<file path="src/rtl/rapcla_error_monitor.sv">
// Error-metric monitor for the RAPCLA adder: compares the approximate SUM/COUT
// against the exact sum and reports error count, max and total error distance per window.
module rapcla_error_monitor #(
   parameter int SIZE      = 16,
   parameter int groupsize = 8,
   parameter int NSAMP     = 16,
   parameter int CNT_W     = 16,
   parameter int ACC_W     = 32
) (
   input  logic                      CLK,
   input  logic                      RST,
   input  logic                      START,
   input  logic                      IN_VALID,
   output logic                      IN_READY,
   input  logic [SIZE:1]             A,
   input  logic [SIZE:1]             B,
   input  logic                      CIN,
   input  logic [SIZE:1]             SUM,
   input  logic                      COUT,
   input  logic [SIZE/groupsize:1]   ApproxRCON,
   output logic                      REPORT_VALID,
   output logic [CNT_W-1:0]          ERR_COUNT,
   output logic [SIZE:0]             MAX_ED,
   output logic [ACC_W-1:0]          SUM_ED,
   output logic [SIZE/groupsize:1]   WIN_RCON,
   output logic                      ABORT
);

   typedef enum logic [1:0] {S_IDLE, S_RUN, S_DRAIN, S_REPORT} state_t;

   state_t                    r_state;
   state_t                    w_next;

   logic                      w_accept;
   logic                      w_mismatch;
   logic                      w_take;
   logic                      w_last;
   logic                      w_empty;
   logic                      w_clear;
   logic [SIZE:0]             w_ed;
   logic [ACC_W:0]            w_sum_ext;

   logic [CNT_W-1:0]          r_cnt;
   logic [SIZE/groupsize:1]   r_rcon;
   logic                      r_s1_v;
   logic [SIZE:0]             r_exact;
   logic [SIZE:0]             r_approx;
   logic                      r_s2_v;
   logic [SIZE:0]             r_ed;
   logic [CNT_W-1:0]          r_acc_err;
   logic [SIZE:0]             r_acc_max;
   logic [ACC_W-1:0]          r_acc_sum;
   logic                      r_report_valid;
   logic                      r_abort;
   logic [CNT_W-1:0]          r_err_count;
   logic [SIZE:0]             r_max_ed;
   logic [ACC_W-1:0]          r_sum_ed;
   logic [SIZE/groupsize:1]   r_win_rcon;

   // A sample whose setting differs from the window setting is consumed but dropped.
   assign w_accept   = (r_state == S_RUN) && IN_VALID;
   assign w_mismatch = w_accept && (r_cnt != '0) && (ApproxRCON != r_rcon);
   assign w_take     = w_accept && !w_mismatch;
   assign w_last     = w_take && (r_cnt == CNT_W'(NSAMP - 1));
   assign w_empty    = !r_s1_v && !r_s2_v;
   assign w_clear    = ((r_state == S_IDLE) && START) || w_mismatch;

   always_comb begin
      w_next   = r_state;
      IN_READY = 1'b0;
      case (r_state)
         S_IDLE:   if (START) w_next = S_RUN;
         S_RUN: begin
            IN_READY = 1'b1;
            if (w_mismatch)  w_next = S_IDLE;
            else if (w_last) w_next = S_DRAIN;
         end
         S_DRAIN:  if (w_empty) w_next = S_REPORT;
         S_REPORT: w_next = S_IDLE;
         default:  w_next = S_IDLE;
      endcase
   end

   always_ff @(posedge CLK) begin
      if (RST) r_state <= S_IDLE;
      else     r_state <= w_next;
   end

   always_comb begin
      w_ed      = (r_exact >= r_approx) ? (r_exact - r_approx) : (r_approx - r_exact);
      w_sum_ext = {1'b0, r_acc_sum} + (ACC_W + 1)'(r_ed);
   end

   always_ff @(posedge CLK) begin
      if (RST) begin
         r_cnt          <= '0;
         r_rcon         <= '0;
         r_s1_v         <= 1'b0;
         r_exact        <= '0;
         r_approx       <= '0;
         r_s2_v         <= 1'b0;
         r_ed           <= '0;
         r_acc_err      <= '0;
         r_acc_max      <= '0;
         r_acc_sum      <= '0;
         r_report_valid <= 1'b0;
         r_abort        <= 1'b0;
         r_err_count    <= '0;
         r_max_ed       <= '0;
         r_sum_ed       <= '0;
         r_win_rcon     <= '0;
      end else begin
         r_abort        <= w_mismatch;
         r_report_valid <= (r_state == S_DRAIN) && w_empty;

         if ((r_state == S_IDLE) && START) r_cnt <= '0;
         else if (w_take)                  r_cnt <= r_cnt + CNT_W'(1);

         if (w_take && (r_cnt == '0)) r_rcon <= ApproxRCON;

         r_s1_v <= w_take;
         if (w_take) begin
            r_exact  <= {1'b0, A} + {1'b0, B} + (SIZE + 1)'(CIN);
            r_approx <= {COUT, SUM};
         end

         r_s2_v <= r_s1_v && !w_mismatch;
         if (r_s1_v) r_ed <= w_ed;

         if (w_clear) begin
            r_acc_err <= '0;
            r_acc_max <= '0;
            r_acc_sum <= '0;
         end else if (r_s2_v) begin
            if ((r_ed != '0) && (r_acc_err != '1)) r_acc_err <= r_acc_err + CNT_W'(1);
            if (r_ed > r_acc_max) r_acc_max <= r_ed;
            // Total error distance sticks at all-ones once it overflows.
            if (w_sum_ext[ACC_W]) r_acc_sum <= '1;
            else                  r_acc_sum <= w_sum_ext[ACC_W-1:0];
         end

         if ((r_state == S_DRAIN) && w_empty) begin
            r_err_count <= r_acc_err;
            r_max_ed    <= r_acc_max;
            r_sum_ed    <= r_acc_sum;
            r_win_rcon  <= r_rcon;
         end
      end
   end

   assign REPORT_VALID = r_report_valid;
   assign ABORT        = r_abort;
   assign ERR_COUNT    = r_err_count;
   assign MAX_ED       = r_max_ed;
   assign SUM_ED       = r_sum_ed;
   assign WIN_RCON     = r_win_rcon;

endmodule

</file>
<file path="config.mk">
export PLATFORM = sky130hd
export DESIGN_NAME = rapcla_error_monitor
export DESIGN_NICKNAME = d
export VERILOG_FILES = /design/src/rtl/rapcla_error_monitor.sv
export SDC_FILE = /design/constraint.sdc
export NUM_CORES = 1
export LEC_CHECK = 0
export CORE_MARGIN = 10
export CORE_UTILIZATION = 40
export DETAILED_ROUTE_END_ITERATION = 10
export PLACE_DENSITY_LB_ADDON = 0.15
export SLEW_MARGIN = 10
export SYNTH_ARGS = -nofsm -noshare
export SYNTH_HDL_FRONTEND = slang
export SYNTH_SLANG_ARGS = --single-unit
export TNS_END_PERCENT = 100
</file>
<file path="constraint.sdc">
create_clock -name CLK -period 3.07 [get_ports CLK]
set_input_delay 0.614 -clock CLK [delete_from_list [all_inputs] [get_ports CLK]]
set_output_delay 0.614 -clock CLK [all_outputs]
set_load 0.005 [all_outputs]
</file>
==> impl_metrics.py <==
metrics = {
    "logic_synthesis": {
        "synth_flop_cell": "dfxtp_1",
        "ys_seq_area_share_pct": 36.6,
        "syn-cell-area_um2": 11300,
        "synth_compound_area_share_pct": 19.2,
        "synth_warnings": 0,
        "synth-seq-cells": 207,
        "syn_avg_cell_area_um2": 8.11,
        "synthXorXnorAreaFrac_pct": 5.41,
        "ys_types": 74,
        "syn_inst": 1397,
        "synthAdderAreaFrac_pct": 10.3,
        "synth_mux_area_share_pct": 2.93,
        "synth-simple-area-share_pct": 20.4,
        "synth_edf_count": 0,
        "synthArstFlopShare_pct": 0,
        "syn-num-nets": 1543,
        "synth_top_family_by_area": "simple AND/OR/NAND/NOR gates",
    },
    "global_route": {
        "grt_pass1_wl_um": 48300,
        "grt_usage_pct": 15.8,
        "overflow": 0,
        "grt_pass1_vias": 9702,
        "grt_max_degree": 99,
        "grt_antenna_before_repair": 0,
    },
    "clock_network": {
        "clk_pin_slew_ns": 0.06,
        "clockBufferDepth": 3,
        "cts_sinks": 207,
        "h-tree-depth": 1,
        "cts_buffers": 24,
        "cts_tree": "done",
        "clock_latency_ns": 0.53,
        "cts_hold_buffers": 0,
        "root_buffer": "clkbuf_16",
    },
    "floorplan": {
        "coreArea_um2": 27900,
        "die_y_um": 188,
        "rows": 61,
        "io_pins": 126,
        "fp.dieW_um": 188,
        "dieArea_um2": 35500,
        "start_util_pct": 40.7,
    },
    "layout": {
        "diodes": 0,
        "fin_util_pct": 50.5,
        "final_common_cell": "nand2_1",
        "synthToLayoutAreaGrowth_pct": 24.1,
        "final_cell_mix": "nand2_1 (245), dfxtp_1 (207), a21oi_1 (161)",
        "finalInstanceArea_um2": 14100,
        "nets": 1680,
        "drive_above_1_share_pct": 8.78,
    },
    "setup_path": {
        "r2r_start": "r_exact[14]$_SDFFE_PP0P_",
        "cp_max_fo": 2,
        "end_kind": "flop",
        "criticalPathCategory": "in2reg",
        "rr_worst_depth": 10,
        "start_kind": "input pin",
        "arrival_ns": 3.30,
        "worst_r2r_endpoint": "r_ed[15]$_SDFFE_PP0P_",
        "r2r_slack_ns": 0.21,
        "critPathRequiredTime_ns": 3.45,
    },
    "sta": {
        "fin_tns_setup_ns": 0,
        "post-route-min-period_ns": 2.92,
        "slew_headroom_pct": 52.5,
        "rsz0062_at_grt": "no",
        "finalCritPeriodShare_pct": 95.1,
        "tightestPinTransition_ns": 0.712,
        "fmax_mhz": 342,
        "whs_ns": 0.451,
        "finalHoldViolations": 0,
        "setup_viol": 0,
        "skew_ns": 0.0214,
        "drv_slew": 0,
    },
    "power_and_ir_drop": {
        "net-switching-power_mw": 1.94,
        "p_seq_share_pct": 38.9,
        "finalPower_mw": 7.13,
        "clockPowerShare_pct": 41.1,
        "p_int_mw": 5.19,
        "power.density_nw_per_um2": 507,
        "switching_share_pct": 27.2,
        "power_leakage_nw": 5.47,
        "p_comb_share_pct": 20.0,
        "vdd_ir_drop_max_mv": 0.387,
    },
    "detailed_routing": {
        "wirelength_um": 28600,
        "dr.pass1.iters": 5,
        "ant_nets": 0,
        "avgRoutedWirePerCell_um": 14.9,
        "drtIter0Drc": 497,
        "viasPerCell": 5.11,
        "post-route-drc-count": 0,
        "via_count": 9845,
    },
    "flow_run": {
        "maxCapViolations": 0,
    },
    "placed_design": {
        "portBuffers": 125,
        "dpl.hpwl_um": 21100,
        "gp_congestion": 0.897,
        "place_area_um2": 13200,
    },
    "min_path": {
        "min_from": "SUM_ED[9]$_SDFFE_PP0P_",
        "hold_end": "SUM_ED[9]$_SDFFE_PP0P_",
        "worstHoldPathType": "reg2reg",
        "holdPathStages": 2,
    },
    "outcome": {
        "status": "completed",
    },
}
## synthesized netlist by cell type, drive strengths merged, types with 6 or more instances
cell type | instances | area share [%]
buf | 26 | 1.3
xor2 | 34 | 2.6
dfxtp | 207 | 37
clkbuf | 45 | 1.5
xnor2 | 36 | 2.8
a21o | 28 | 1.9
a21oi | 167 | 7.4
nand3 | 20 | 0.88
inv | 72 | 2.4
nand2b | 8 | 0.51
or3 | 6 | 0.33
nor2b | 10 | 0.55
and4 | 6 | 0.46
nand4 | 18 | 0.99
nor3 | 17 | 0.84
nor3b | 7 | 0.51
and2 | 9 | 0.50
o31ai | 7 | 0.46
nor4 | 10 | 0.55
a211oi | 22 | 1.5
o21bai | 10 | 0.66
mux2i | 29 | 2.6
ha | 85 | 9.4
o21a | 9 | 0.60
o21ai | 45 | 2.0
nand2 | 246 | 8.1
and3 | 19 | 1.1
or2 | 7 | 0.39
a31oi | 15 | 0.83
nor2 | 110 | 3.8
## area by class of cell
type / count / area [um^2]
flip-flops and latches: 207 / 4140
repair buffers: 182 / 1730
fillers: 2750 / 13800
clock buffers: 35 / 692
clock inverters: 6 / 119
well taps: 378 / 473
multi-input cells: 1047 / 6640
inverters: 72 / 270
## flip-flops by register name (all words and copies together) (netlist names), 2 cells and up, named ones only
| name | cells |
|---|---|
| SUM_ED | 32 |
| r_acc_sum | 32 |
| MAX_ED | 17 |
| r_acc_max | 17 |
| r_approx | 17 |
| r_ed | 17 |
| r_exact | 17 |
| ERR_COUNT | 16 |
| r_acc_err | 16 |
| r_cnt | 16 |
| WIN_RCON | 2 |
| r_rcon | 2 |
## stage by stage
| stage | setup WS [ns] | cells |
|---|---|---|
| after floorplan | 0.00767 | 1397 |
| after global placement | -0.510 | 1886 |
| after detailed placement | -0.569 | 1886 |
| after CTS | 0.0420 | 1927 |
| after global routing | 0.0121 | 1927 |
| final | 0.150 | 1927 |
## worst max path at each step
stage,startpoint,end,slack [ns],depth (start not counted)
CTS,A[1],r_exact[16]$_SDFFE_PP0P_,0.04,11
finish,A[1],r_exact[16]$_SDFFE_PP0P_,0.15,11
global route,r_exact[12]$_SDFFE_PP0P_,r_ed[15]$_SDFFE_PP0P_,0.01,11
global placement,A[1],r_exact[16]$_SDFFE_PP0P_,-0.51,11
floorplan,A[1],r_exact[16]$_SDFFE_PP0P_,0.008,10
detailed placement,A[1],r_exact[16]$_SDFFE_PP0P_,-0.57,11
## worst max-delay path: stages
cell             delay, ns
clkdlybuf4s50_1       0.43
fa_2                  0.41
fa_1                  0.40
a21o_1                0.20
a21oi_2               0.16
o31ai_1               0.12
a21oi_2               0.17
a21oi_2               0.08
or4_1                 0.39
a311oi_1              0.24
nor3_1                0.08
## metal layers
metal  global-route usage (%)  wire, um
met1                     20.4     13800
met2                     26.4     13000
met3                     2.97      1280
met4                     4.09       558
met5                        0         0
## repair_timing
| item | CTS | global route |
|---|---|---|
| buffers inserted | 0 | 0 |
| endpoints found under the setup margin | 1 | 29 |
| pin swaps | 1 | 1 |
| resized for setup | 1 | 3 |
## power groups by stage
| stage | logic, mW | registers, mW | clock network, mW |
|---|---|---|---|
| finish | 1.43 | 2.77 | 2.93 |
| global route | 1.58 | 2.78 | 3.15 |
| CTS | 1.43 | 2.77 | 3.02 |
| detailed placement | 1.42 | 2.83 | 0 |
| global placement | 1.42 | 2.83 | 0 |
| floorplan | 1.01 | 2.82 | 0 |
## cell families after synthesis
kind of cell,after synthesis
buffers and inverters,143
adder cells (fa/ha/maj),90
flip-flops,207
AND/OR/NAND/NOR,505
XOR/XNOR,70
multiplexers,32
AO/OA/AOI/OAI,350
No activity file was read; power rests on OpenSTA's default activity.
